--- src/rtl/user_proj_gpio.sv ---
// Wishbone-mapped GPIO block: output/enable registers, synchronised inputs,
// per-channel edge interrupts folded onto IRQ_LINES level outputs.
module user_proj_gpio #(
  parameter int          NUM_IO    = 16,
  parameter int          IRQ_LINES = 3,
  parameter logic [31:0] BASE_ADDR = 32'h3000_0000
) (
  input  logic                 wb_clk_i,
  input  logic                 wb_rst_ni,
  input  logic                 wbs_cyc_i,
  input  logic                 wbs_stb_i,
  input  logic                 wbs_we_i,
  input  logic [3:0]           wbs_sel_i,
  input  logic [31:0]          wbs_adr_i,
  input  logic [31:0]          wbs_dat_i,
  output logic                 wbs_ack_o,
  output logic [31:0]          wbs_dat_o,
  input  logic [NUM_IO-1:0]    io_in,
  output logic [NUM_IO-1:0]    io_out,
  output logic [NUM_IO-1:0]    io_oeb,
  output logic [IRQ_LINES-1:0] irq
);

  localparam logic [5:0]  OFF_DOUT = 6'h00;
  localparam logic [5:0]  OFF_OE   = 6'h01;
  localparam logic [5:0]  OFF_DIN  = 6'h02;
  localparam logic [5:0]  OFF_EN   = 6'h03;
  localparam logic [5:0]  OFF_RISE = 6'h04;
  localparam logic [5:0]  OFF_STAT = 6'h05;
  localparam logic [5:0]  OFF_ID   = 6'h06;
  localparam logic [31:0] ID_VAL   = 32'h4750_0000 | 32'(NUM_IO);

  // Channels i with i mod IRQ_LINES == k feed irq[k].
  function automatic logic [NUM_IO-1:0] lane_mask(input int k);
    logic [NUM_IO-1:0] m;
    m = '0;
    for (int i = 0; i < NUM_IO; i++) begin
      if ((i % IRQ_LINES) == k) m[i] = 1'b1;
    end
    return m;
  endfunction

  logic [1:0]           r_rst_sync;
  logic                 w_rst_n;
  logic                 r_ack;
  logic [31:0]          r_dat;
  logic [NUM_IO-1:0]    r_dout;
  logic [NUM_IO-1:0]    r_oe;
  logic [NUM_IO-1:0]    r_en;
  logic [NUM_IO-1:0]    r_rise;
  logic [NUM_IO-1:0]    r_stat;
  logic [NUM_IO-1:0]    r_sync1;
  logic [NUM_IO-1:0]    r_din;
  logic [NUM_IO-1:0]    r_prev;
  logic [IRQ_LINES-1:0] r_irq;

  logic                 w_hit;
  logic                 w_wr;
  logic [5:0]           w_off;
  logic [31:0]          w_bmask;
  logic [NUM_IO-1:0]    w_bm;
  logic [NUM_IO-1:0]    w_wd;
  logic [NUM_IO-1:0]    w_event;
  logic [NUM_IO-1:0]    w_w1c;
  logic [NUM_IO-1:0]    w_stat_next;
  logic [NUM_IO-1:0]    w_pend;
  logic [IRQ_LINES-1:0] w_irq_next;
  logic [31:0]          w_rdata;
  logic                 w_unused_ok;

  // Assert asynchronously, release on the second clock edge so every flop
  // below leaves reset on the same edge.
  always_ff @(posedge wb_clk_i or negedge wb_rst_ni) begin
    if (!wb_rst_ni) r_rst_sync <= 2'b00;
    else            r_rst_sync <= {r_rst_sync[0], 1'b1};
  end
  assign w_rst_n = r_rst_sync[1];

  assign w_hit = wbs_cyc_i & wbs_stb_i & ~r_ack &
                 (wbs_adr_i[31:8] == BASE_ADDR[31:8]);
  assign w_wr  = w_hit & wbs_we_i;
  assign w_off = wbs_adr_i[7:2];

  genvar gi;
  generate
    for (gi = 0; gi < 4; gi++) begin : g_lane
      assign w_bmask[gi*8 +: 8] = {8{wbs_sel_i[gi]}};
    end
  endgenerate

  assign w_bm = w_bmask[NUM_IO-1:0];
  assign w_wd = wbs_dat_i[NUM_IO-1:0];

  function automatic logic [NUM_IO-1:0] merge(input logic [NUM_IO-1:0] old_v,
                                              input logic [NUM_IO-1:0] new_v,
                                              input logic [NUM_IO-1:0] bm);
    return (old_v & ~bm) | (new_v & bm);
  endfunction

  assign w_event = r_en & ((r_rise & r_din & ~r_prev) | (~r_rise & ~r_din & r_prev));
  assign w_w1c   = (w_wr && (w_off == OFF_STAT)) ? (w_wd & w_bm) : '0;
  // A fresh event re-sets the bit even if software clears it in the same cycle.
  assign w_stat_next = (r_stat & ~w_w1c) | w_event;
  assign w_pend      = r_stat & r_en;

  generate
    for (gi = 0; gi < IRQ_LINES; gi++) begin : g_irq
      assign w_irq_next[gi] = |(w_pend & lane_mask(gi));
    end
  endgenerate

  always_comb begin
    w_rdata = '0;
    case (w_off)
      OFF_DOUT: w_rdata[NUM_IO-1:0] = r_dout;
      OFF_OE:   w_rdata[NUM_IO-1:0] = r_oe;
      OFF_DIN:  w_rdata[NUM_IO-1:0] = r_din;
      OFF_EN:   w_rdata[NUM_IO-1:0] = r_en;
      OFF_RISE: w_rdata[NUM_IO-1:0] = r_rise;
      OFF_STAT: w_rdata[NUM_IO-1:0] = r_stat;
      OFF_ID:   w_rdata             = ID_VAL;
      default:  w_rdata             = '0;
    endcase
  end

  always_ff @(posedge wb_clk_i or negedge w_rst_n) begin
    if (!w_rst_n) begin
      r_ack   <= 1'b0;
      r_dat   <= '0;
      r_dout  <= '0;
      r_oe    <= '0;
      r_en    <= '0;
      r_rise  <= '0;
      r_stat  <= '0;
      r_sync1 <= '0;
      r_din   <= '0;
      r_prev  <= '0;
      r_irq   <= '0;
    end else begin
      r_ack   <= w_hit;
      r_dat   <= (w_hit && !wbs_we_i) ? w_rdata : 32'h0;
      r_sync1 <= io_in;
      r_din   <= r_sync1;
      r_prev  <= r_din;
      r_stat  <= w_stat_next;
      r_irq   <= w_irq_next;
      if (w_wr) begin
        case (w_off)
          OFF_DOUT: r_dout <= merge(r_dout, w_wd, w_bm);
          OFF_OE:   r_oe   <= merge(r_oe,   w_wd, w_bm);
          OFF_EN:   r_en   <= merge(r_en,   w_wd, w_bm);
          OFF_RISE: r_rise <= merge(r_rise, w_wd, w_bm);
          default:  ;
        endcase
      end
    end
  end

  assign wbs_ack_o = r_ack;
  assign wbs_dat_o = r_dat;
  assign io_out    = r_dout;
  assign io_oeb    = ~r_oe;
  assign irq       = r_irq;

  // Address byte offset and data/lane bits above NUM_IO have no effect.
  assign w_unused_ok = &{1'b0, wbs_adr_i[1:0], wbs_dat_i, w_bmask};

endmodule

--- config.mk ---
export PLATFORM = sky130hd
export DESIGN_NAME = user_proj_gpio
export DESIGN_NICKNAME = d
export VERILOG_FILES = /design/src/rtl/user_proj_gpio.sv
export SDC_FILE = /design/constraint.sdc
export NUM_CORES = 1
export LEC_CHECK = 0
export ABC_CLOCK_PERIOD_IN_PS = 8540
export CAP_MARGIN = 5
export CORE_UTILIZATION = 47
export DETAILED_ROUTE_END_ITERATION = 6
export PLACE_DENSITY = 0.76
export SYNTH_ARGS = -nofsm -noshare
export SYNTH_HDL_FRONTEND = slang
export SYNTH_SLANG_ARGS = --single-unit
--- constraint.sdc ---
create_clock -name wb_clk_i -period 8.54 [get_ports wb_clk_i]
set_input_delay 1.281 -clock wb_clk_i [delete_from_list [all_inputs] [get_ports wb_clk_i]]
set_output_delay 1.281 -clock wb_clk_i [all_outputs]
set_load 0.01 [all_outputs]
==> run_results.csv <==
group,metric,value,unit
cts,cts_root_buf,"clkbuf_16",
synth,avgSynthCellArea,12.6,um^2
critical_path,path_buf_inv,2,
timing,max_slew_margin,0.209,
route,drtIter0Drc,291,
synth,syn-cell-area,6540,um^2
synth,synth-async-reset-ratio,1.00,
timing,finalSetupViolations,0,
timing,hold_violations,0,
synth,synth.top_cells.by_area,"dfrtp_1 58%, mux2_2 11%, mux2i_1 5.8%",
floorplan,die_h,120,um
synth,ys_seq_elements,151,
status,outcome,"completed",
cts,cts_resized,0,
route,ant_nets,0,
grt,grtUsageMet2,0.396,
layout,n_antenna_cell,0,
route,wl_per_cell,19.4,um
synth,yosysUniqueCellTypes,42,
floorplan,core_area,13400,um^2
layout,fin_nets,734,
floorplan,fp.dieW,120,um
grt,grt_busiest_layer,"met2",
power,p_per_area,189,nW/um^2
route,vias_per_cell,5.71,
synth,yosysSeqAreaShare,0.578,
route,drc,0,
floorplan,start_util,0.488,
route,wl,16100,um
timing,skew,8.01,ps
synth,postSynthCellCount,520,
grt,use_met1,0.290,
placed_design,hpwl,10300,um
critical_path,cp.required,8840,ps
grt,antenna_found_initial,0,
power,vdd_drop_max,0.120,mV
cts,cts.sinks,151,
cts,cts_setup_buffers,0,
critical_path,cp_slowest_cell,"nor4_4",
timing,period_needed,4080,ps
cts,clock_latency,430,ps
timing,rsz0062_at_grt,"false",
grt,first_global_vias,5093,
grt,overflow,0,
critical_path,cp_max_fo,32,
timing,max_freq,245,MHz
timing,setup_tns,0,ps
synth,yosysTopAreaCellShare,0.578,
synth,synthFlopType,"dfrtp_1",
timing,tightest_slew,1180,ps
grt,grt_usage,0.240,
critical_path,path_class,"in2reg",
placed_design,io_buffers,126,
critical_path,cpLargestDelayFamily,"simple AND/OR/NAND/NOR gates",
cts,cts_tree,"built",
critical_path,startpoint_type,"primary input",
layout,drive_above_1_share,0.175,
floorplan,dieArea,14400,um^2
floorplan,num_io_pins,157,
critical_path,path_cells,"clkdlybuf4s50_1 -> buf_4 -> nor2b_1 -> nand2_1 -> nor4_4 -> mux2_2",
synth,synth_edf_count,0,
grt,met3_usage,0.0575,
cts,cts.htree.levels,4,
cts,clockBufferDepth,2,
route,dr.pass1.iters,5,
cts,cts_made_buffers,17,
worst_hold_path,min_path_type,"reg2reg",
floorplan,placementRows,42,
cts,postCtsHoldBufs,0,
synth,synth_area_leader_cell,"dfrtp_1",
grt,grt_max_degree,81,
critical_path,critPathArrivalTime,4380,ps
critical_path,cpPeakStageDelay,950,ps
layout,synthToLayoutAreaGrowth,30.7,%
grt,grt_first_pass_wirelength,26000,um
timing,maxSlewViolCount,0,
timing,fin_crit_sh,0.477,
power,p_leak,3.67,nW
flow_run,cap_viol_max_count,0,
synth,ys_warn_count,0,
route,vias,4759,
layout,finalCoreUtilization,0.637,
cts,cts.clk_slew.worst_paths,60,ps
critical_path,crit_path_end_kind,"register",
placed_design,gp_routability_congestion,0.808,
## report_power, final
part	internal [mW]	switching (mW)
clock	0.510	0.289
sequential	0.728	0.0136
combinational	0.0394	0.0378
## worst reg2reg max path, cell delays in order (launching register included)
cell and delay [ps]:
dfrtp_1 380, nor4bb_1 480, nand4_4 580, nor4_4 1190, a21boi_0 270
## cells in the mapped netlist, types with 8 or more instances
master    instances
nor3b_1          17
a22o_1            8
clkbuf_1         11
mux2_2           61
nand4_1          18
mux2i_1          38
nand2_1          38
nor2_1           25
o21a_1           15
dfrtp_1         151
o31ai_1          16
o21ai_0          18
inv_1            17
buf_4            15
o22ai_1          15
## layer usage
metal / wire (um) / part of all wire / vias up
met1: 6620 / 0.41 / 2413
met5: 0 / 0 / -
met3: 1030 / 0.064 / 32
li1: - / - / 2118
met4: 369 / 0.023 / 0
met2: 8120 / 0.50 / 196
## stage by stage
stage | total power [mW] | instance area [um^2] | setup WS [ps] | cells | hold WS [ps]
floorplan | 0.785 | 6570 | 4020 | 529 | 331
global placement | 0.829 | 7900 | 4130 | 802 | 332
detailed placement | 0.832 | 7900 | 4090 | 802 | 335
CTS | 1.63 | 8540 | 4510 | 834 | 348
global route | 1.66 | 8540 | 4340 | 834 | 352
finish | 1.62 | 8540 | 4460 | 834 | 347
## layout make-up
class | count | area [um^2]
multi-input cells | 327 | 2540
flip-flops and latches | 151 | 3780
fillers | 1054 | 4860
well taps | 176 | 220
clock buffers | 20 | 467
clock inverters | 12 | 174
repair buffers | 131 | 1290
inverters | 17 | 63.8
## cell usage in the layout, fill, tap and decap left out, types with 4 or more instances in the layout
cell type / Yosys / layout
o21ai_0: 18 / 18
nor4_1: 4 / 4
clkdlybuf4s50_1: 0 / 125
clkinvlp_4: 0 / 4
mux2_2: 61 / 61
bufinv_16: 0 / 4
nor3b_1: 17 / 17
inv_1: 17 / 17
nor2_1: 25 / 25
nor4_4: 5 / 5
clkbuf_16: 0 / 17
a22oi_1: 5 / 5
buf_4: 15 / 5
o22ai_1: 15 / 15
nand4_1: 18 / 18
nor3_2: 4 / 4
o31ai_1: 16 / 16
o21a_1: 15 / 15
nand2_1: 38 / 38
dfrtp_1: 151 / 150
a22o_1: 8 / 8
conb_1: 2 / 11
mux2i_1: 38 / 38
## cells by family (layout without fill, tap and decap cells)
family / count (synthesis) / after routing / share of synthesized area
buf+inv: 51 / 180 / 0.0385
mux: 102 / 102 / 0.168
simple gates: 131 / 131 / 0.127
flops: 151 / 151 / 0.578
compound gates: 83 / 83 / 0.0873
other cells: 2 / 11 / 0.00115
## path summary, 6_finish.rpt
kind | from | endpoint | slack (ps) | cells after the start
hold / removal | r_sync1[15] | r_din[15] | 350 | 0
setup reg to reg | wbs_ack_o | wbs_dat_o[4] | 5550 | 4
setup / recovery | wbs_adr_i[2] | register | 4460 | 6
hold reg to reg | r_sync1[15] | r_din[15] | 350 | 0
max in group asynchronous | r_rst_sync[1] | r_prev[15] | 6560 | 1
min in group asynchronous | r_rst_sync[1] | r_sync1[8] | 450 | 0
Note: power is estimated with default switching activity, not from simulation.
